### src/rtl/mux_scan.sv
// Registered N-channel x WIDTH-bit multiplexer with manual select and a
// round-robin scan mode, presented on a valid/ready output.

module mux_scan_lane #(
  parameter int CH_BITS = 6
) (
  input  logic [(1<<CH_BITS)-1:0] bits,
  input  logic [CH_BITS-1:0]      ch,
  output logic                    q
);
  assign q = bits[ch];
endmodule

module mux_scan #(
  parameter int CH_BITS = 6,
  parameter int WIDTH   = 1
) (
  input  logic                              clk,
  input  logic                              rst_n,
  input  logic [(1<<CH_BITS)*WIDTH-1:0]     in,
  input  logic                              en,
  input  logic                              mode,
  input  logic [CH_BITS-1:0]                sel,
  output logic [WIDTH-1:0]                  out,
  output logic [CH_BITS-1:0]                out_ch,
  output logic                              out_last,
  output logic                              out_valid,
  input  logic                              out_ready
);
  localparam int N = 1 << CH_BITS;

  typedef enum logic [1:0] {S_IDLE, S_MANUAL, S_SCAN} state_t;

  typedef struct packed {
    logic [WIDTH-1:0]   data;
    logic [CH_BITS-1:0] ch;
    logic               last;
    logic               valid;
  } rsp_t;

  state_t             state, state_d;
  logic [CH_BITS-1:0] ptr, ptr_d, cap_ch;
  rsp_t               rsp_q, rsp_d;
  logic               load;

  // Bit-sliced mux: lane b picks bit b of the captured channel.
  logic [WIDTH-1:0][N-1:0] lane_bits;
  logic [WIDTH-1:0]        lane_q;

  for (genvar b = 0; b < WIDTH; b++) begin : g_lane
    for (genvar k = 0; k < N; k++) begin : g_ch
      assign lane_bits[b][k] = in[k*WIDTH + b];
    end
    mux_scan_lane #(.CH_BITS(CH_BITS)) u_lane (
      .bits (lane_bits[b]),
      .ch   (cap_ch),
      .q    (lane_q[b])
    );
  end

  // State register
  always_ff @(posedge clk or negedge rst_n) begin
    if (!rst_n) state <= S_IDLE;
    else        state <= state_d;
  end

  // Next state: any state reachable from any other in one cycle
  always_comb begin
    state_d = S_IDLE;
    if (en) state_d = mode ? S_SCAN : S_MANUAL;
  end

  // Output / pointer logic
  always_comb begin
    load   = !rsp_q.valid || out_ready;
    cap_ch = (state == S_SCAN) ? ptr : sel;
    rsp_d  = rsp_q;
    ptr_d  = '0;
    if (load) begin
      case (state)
        S_MANUAL: rsp_d = '{data: lane_q, ch: sel, last: 1'b0, valid: 1'b1};
        S_SCAN:   rsp_d = '{data: lane_q, ch: ptr, last: (ptr == sel), valid: 1'b1};
        default: begin
          rsp_d.valid = 1'b0;
          rsp_d.last  = 1'b0;
        end
      endcase
    end
    // Pointer only moves on load so a stalled consumer never loses a channel;
    // ">=" wraps immediately if the limit was lowered under the pointer.
    if (state == S_SCAN) begin
      if (load) ptr_d = (ptr >= sel) ? '0 : ptr + 1'b1;
      else      ptr_d = ptr;
    end
  end

  always_ff @(posedge clk or negedge rst_n) begin
    if (!rst_n) begin
      rsp_q <= '0;
      ptr   <= '0;
    end else begin
      rsp_q <= rsp_d;
      ptr   <= ptr_d;
    end
  end

  assign out       = rsp_q.data;
  assign out_ch    = rsp_q.ch;
  assign out_last  = rsp_q.last;
  assign out_valid = rsp_q.valid;

endmodule

### config.mk
export PLATFORM = sky130hd
export DESIGN_NAME = mux_scan
export DESIGN_NICKNAME = d
export VERILOG_FILES = /design/src/rtl/mux_scan.sv
export SDC_FILE = /design/constraint.sdc
export NUM_CORES = 1
export LEC_CHECK = 0
export ABC_AREA = 1
export ABC_CLOCK_PERIOD_IN_PS = 4700
export BUFFER_PORTS_ARGS = -buffer_cell sky130_fd_sc_hd__buf_2
export CORE_UTILIZATION = 49
export CTS_BUF_LIST = sky130_fd_sc_hd__clkbuf_4
export CTS_CLUSTER_DIAMETER = 50
export CTS_CLUSTER_SIZE = 10
export DETAILED_ROUTE_END_ITERATION = 10
export PLACE_DENSITY = 0.8
export SLEW_MARGIN = 15
export SYNTH_ARGS = -nofsm -noshare
export SYNTH_HDL_FRONTEND = slang
export SYNTH_SLANG_ARGS = --single-unit
### constraint.sdc
create_clock -name clk -period 4.7 [get_ports clk]
set_input_delay 0.94 -clock clk [delete_from_list [all_inputs] [get_ports clk]]
set_output_delay 0.94 -clock clk [all_outputs]
set_load 0.1 [all_outputs]
After elaboration in Yosys (flattened, before gate mapping). Index checks and enable logic that the tools add are counted. Widths: inputs -> output; s select.

Register bits: 17. Bits of input ports: 75.

Add/subtract/negate cells: 1. $lt $le $gt $ge: 2. Eq/ne operators: 4. Muxes and demuxes: 10. Reduce and logical (&&, ||, !) cells: 4.

Operators with widths (number): $mux 6 (4); $pmux 7 s2 (1); $lt 6x7->1 const B (1); $add 6x1->6 const B (1); $bmux 1 s6 (1); $eq 6x6->1 (1); $ge 6x6->1 (1); $mux 2 (2); $pmux 2 s2 (1); $eq 2x1->1 const B (1); $eq 2x2->1 const B (1); $ne 2x2->1 const B (1); $reduce_and 2->1 (1); $reduce_bool 2->1 (1); $logic_not 1->1 (1); $logic_or 1x1->1 (1); $mux 1 (1).

Longest topological paths before layout.
Depth in word-level cells: 5. Mapped depth: 16.

Cells and area by module. Synthesis repeated with hierarchy kept, for this count alone.

Cells, all modules: 274. Area, all modules: 1724.2 sq um.

Modules (own cells, without submodules): mux_scan (instances 1, cells each 122, area an instance 1027.2 sq um); mux_scan_lane (instances 1, cells each 152, area an instance 696.9 sq um).

Worst setup path after synthesis. Ideal clock, no wire load.

Path type: input to register. From: input port sel[1]. To: register ptr[3]. Setup time: 0.086 ns. Arrival time: 1.914 ns. Required time: 4.614 ns. Path slack: 2.700 ns. Stages on the path: 10. Buffers on the path: 0. Path through: inv_1 ha_1 inv_1 nor2_1 o21ai_0 o211a_1 nand3_1 nand2_1 inv_1 nor3_1.

Longest elaborated chain between the ends: 4.

Ends and longest elaborated chain: start, declared (RTL line 23) `input logic [CH_BITS-1:0] sel,`; $ge 6x6->1 (RTL line 92) `if (load) ptr_d = (ptr >= sel) ? '0 : ptr + 1'b1;`; $mux 6 (2 in series) (RTL line 92); $mux 6 (RTL line 91) `if (state == S_SCAN) begin`; end signal, assigned (RTL line 103) `ptr <= ptr_d;`; end, declared (RTL line 42) `logic [CH_BITS-1:0] ptr, ptr_d, cap_ch;`.

No other way between the ends. The select of a mux whose other input is x is not followed. A chain may end at the register's enable or synchronous reset.

Final worst setup path.
From: register state[0]. To: register rsp_q (netlist bit out).

Longest elaborated chain between the ends: 5. Elaborated cells on any way between the ends: 8. Those cells by class: eq/ne: 2; mux: 4; reduce/logical: 2.

Ends and longest elaborated chain: start, declared (RTL line 41) `state_t state, state_d;`; start signal, assigned (RTL line 64) `else state <= state_d;`; $eq 2x2->1 (RTL line 76, 80); $mux 6 (RTL line 76) `cap_ch = (state == S_SCAN) ? ptr : sel;`; $bmux 1 s6 (RTL line 11) `assign q = bits[ch];`; $mux 1 (implied by the code) (RTL line 11); $pmux 7 s2 (RTL line 80) `case (state)`; end signal, assigned (RTL line 102) `rsp_q <= rsp_d;`; end, declared (RTL line 43) `rsp_t rsp_q, rsp_d;`.

Several ways; a longest one is shown, not always the timed one. The select of a mux whose other input is x is not followed.

==> flow_metrics.env <==
export IMPL_status="finished clean"
export IMPL_critPathMostFrequentCell="nand3_1"
export IMPL_cts_root_buffer="clkbuf_4"
export IMPL_synth_compound_area_share_pct=8.83
export IMPL_numClockSinks=17
export IMPL_fin_crit_sh_pct=58.8
export IMPL_synth_area_mux_share_pct=0
export IMPL_hold_viol=0
export IMPL_gp_congestion=0.938
export IMPL_ys_seq_elements=17
export IMPL_antennaDiodeCount=0
export IMPL_ys_warn_count=0
export IMPL_critPathKind="reg2reg"
export IMPL_start_kind="flop"
export IMPL_drc=0
export IMPL_grt_pass1_wl_mm=7.95
export IMPL_ioPinCount=84
export IMPL_holdCritPathClass="reg2reg"
export IMPL_num_vias=2126
export IMPL_clkLatencyLatePin_ns=0.29
export IMPL_core_area_mm2=0.00347
export IMPL_powerDensity_mw_per_mm2=245
export IMPL_critPathRequiredTime_ns=4.89
export IMPL_r2r_slack_ns=1.94
export IMPL_io_buffer_count=83
export IMPL_dr_pass1_iters=5
export IMPL_max_clock_freq_ghz=0.362
export IMPL_dr_first_iter_drc_count=135
export IMPL_layout_commonest_cell="buf_2"
export IMPL_syn_inst=301
export IMPL_num_rows=21
export IMPL_die_x_um=63.6
export IMPL_numCtsBuffers=3
export IMPL_critPathTopFamily="simple AND/OR/NAND/NOR gates"
export IMPL_crit_path_top_delay_cell="ha_1"
export IMPL_num_fill_cells=345
export IMPL_crit_fanout=30
export IMPL_yosysUniqueCellTypes=30
export IMPL_synth_xor_area_share_pct=0.943
export IMPL_cap_violations=0
export IMPL_synth_area_mm2=0.00186
export IMPL_clock_skew_ns=0.00827
export IMPL_cp_cell_sequence="inv_1, ha_1, nand2_2, nand2_2, nand2_1, nand3_1, nand3_1, nand3_1, nand3_1, nand3_1, nand3_1"
export IMPL_dpl_hpwl_mm=3.79
export IMPL_start_util_pct=53.5
export IMPL_synth_area_top_cells="dfrtp_1, nand3_1, nand2_1"
export IMPL_synth_fa_ha_area_share_pct=5.39
export IMPL_relSlewSlack_pct=43.6
export IMPL_period_minus_slack_ns=2.76
export IMPL_ir_drop_mv=0.157
export IMPL_cts_tree="done"
export IMPL_worstPathArrival_ns=2.95
export IMPL_setup_viol=0
export IMPL_grt_pass1_vias=1900
export IMPL_rsz0062_at_grt="no"
export IMPL_layout_drive_gt1_share_pct=26.6
export IMPL_clock_tree_buffer_depth=2
export IMPL_end_kind="flop"
export IMPL_wirelength_mm=4.82
export IMPL_synthSimpleGateAreaFrac_pct=43.2
export IMPL_overflow=0
export IMPL_synth_top_cell_area_share_pct=22.9
export IMPL_syn_avg_cell_area_um2=6.17
export IMPL_setup_tns_final_ns=0
export IMPL_post_cts_buffers=0
export IMPL_cts_resized=0
export IMPL_leakage_uw=0.00135
export IMPL_syn2layout_area_growth_pct=21.1
export IMPL_ys_seq_area_share_pct=22.9
export IMPL_critical_path_max_stage_delay_ns=0.71
export IMPL_die_area_mm2=0.00404
export IMPL_die_y_um=63.6
export IMPL_post_drt_via_cell_ratio=5.04
export IMPL_cp_num_buf_inv=1
export IMPL_clk_pin_slew_ns=0.10
export IMPL_grt_usage_pct=24.0
export IMPL_cts_hold_buffers=0
export IMPL_fin_nets=460
export IMPL_slew_viol_final=0
export IMPL_syn_nets=384
export IMPL_antenna_left=0
export IMPL_synth_area_leader_cell="dfrtp_1"
export IMPL_antenna_found_initial=0
export IMPL_worstMarginPinSlew_ns=0.845
export IMPL_cts_htree_levels=1
export IMPL_synth_top_family_by_area="simple AND/OR/NAND/NOR gates"
export IMPL_grt_max_degree=31
export IMPL_route_detailed_wl_per_inst_um=11.4
export IMPL_mostFrequentLayoutCells="buf_2, nand3_1, nand2_1"
export IMPL_hold_slack_ns=0.495
## registers in the layout (all words and copies together), names as in the netlist
signal     flops
out_ch         6
ptr            6
state          2
out            1
out_last       1
out_valid      1
## path summary, 6_finish.rpt
| path | start | endpoint | cells past startpoint |
|---|---|---|---|
| setup / recovery | state[0] | out | 11 |
| hold / removal | out_ch[3] | out_ch[3] | 2 |
| setup reg to reg | state[0] | out | 11 |
| hold reg to reg | out_ch[3] | out_ch[3] | 2 |
| max in group asynchronous | rst_n | out_valid | 1 |
| min in group asynchronous | rst_n | ptr[5] | 1 |
## worst register-to-register path: stages, from the launching register on
cell	delay, ns
dfrtp_1	0.37
inv_1	0.06
ha_1	0.71
nand2_2	0.39
nand2_2	0.53
nand2_1	0.10
nand3_1	0.11
nand3_1	0.08
nand3_1	0.09
nand3_1	0.07
nand3_1	0.09
nand3_1	0.07
## through the flow
stage	setup WS [ns]	util (%)	total power, µW	cells	area, µm²
after floorplan	2.70	-	410	301	1860
after global placement	2.02	64.0	472	418	2220
after detailed placement	1.97	64.0	475	418	2220
after CTS	1.95	64.8	554	422	2250
after global routing	1.62	64.8	586	422	2250
final	1.94	64.8	550	422	2250
## synthesized netlist by cell type (all sizes together)
cell,n
nand3,79
a22oi,1
nand2,82
inv,63
o21ai,14
o21a,1
o22ai,1
o211a,1
or2,2
clkbuf,2
nor3,2
ha,8
xnor2,1
nor2,10
o21bai,1
nand4,1
nand3b,1
xor2,1
dfrtp,17
o31ai,1
buf,10
a21oi,2
## layout make-up
type                            count  area (µm²)  share of cell area [%]
Inverter                           63         239                    10.6
Clock buffer                        3        22.5                    1.00
Sequential cell                    17         425                    18.9
Tap cell                           46        57.6                    2.56
Timing Repair Buffer               83         415                    18.5
Multi-Input combinational cell    209        1080                    48.2
Clock inverter                      1        5.00                   0.223
## power by group
part | internal [µW] | switching [µW]
combinational | 77.3 | 222
clock | 31.7 | 45.2
sequential | 164 | 10.4
total | 273 | 277
## kinds of logic after synthesis
family          Yosys count
simple gates            177
buf+inv                  75
compound gates           22
flops                    17
fa+ha+maj                 8
xor+xnor                  2
## per-layer routing
metal / share of wire [%] / track usage [%] / routed length (µm)
met3: 6.1 / 3.26 / 294
met5: 0 / 0 / 0
met1: 44 / 30.6 / 2110
met4: 0.21 / 3.41 / 10
met2: 50 / 43.4 / 2400
Power figures use the tool's default switching activity.
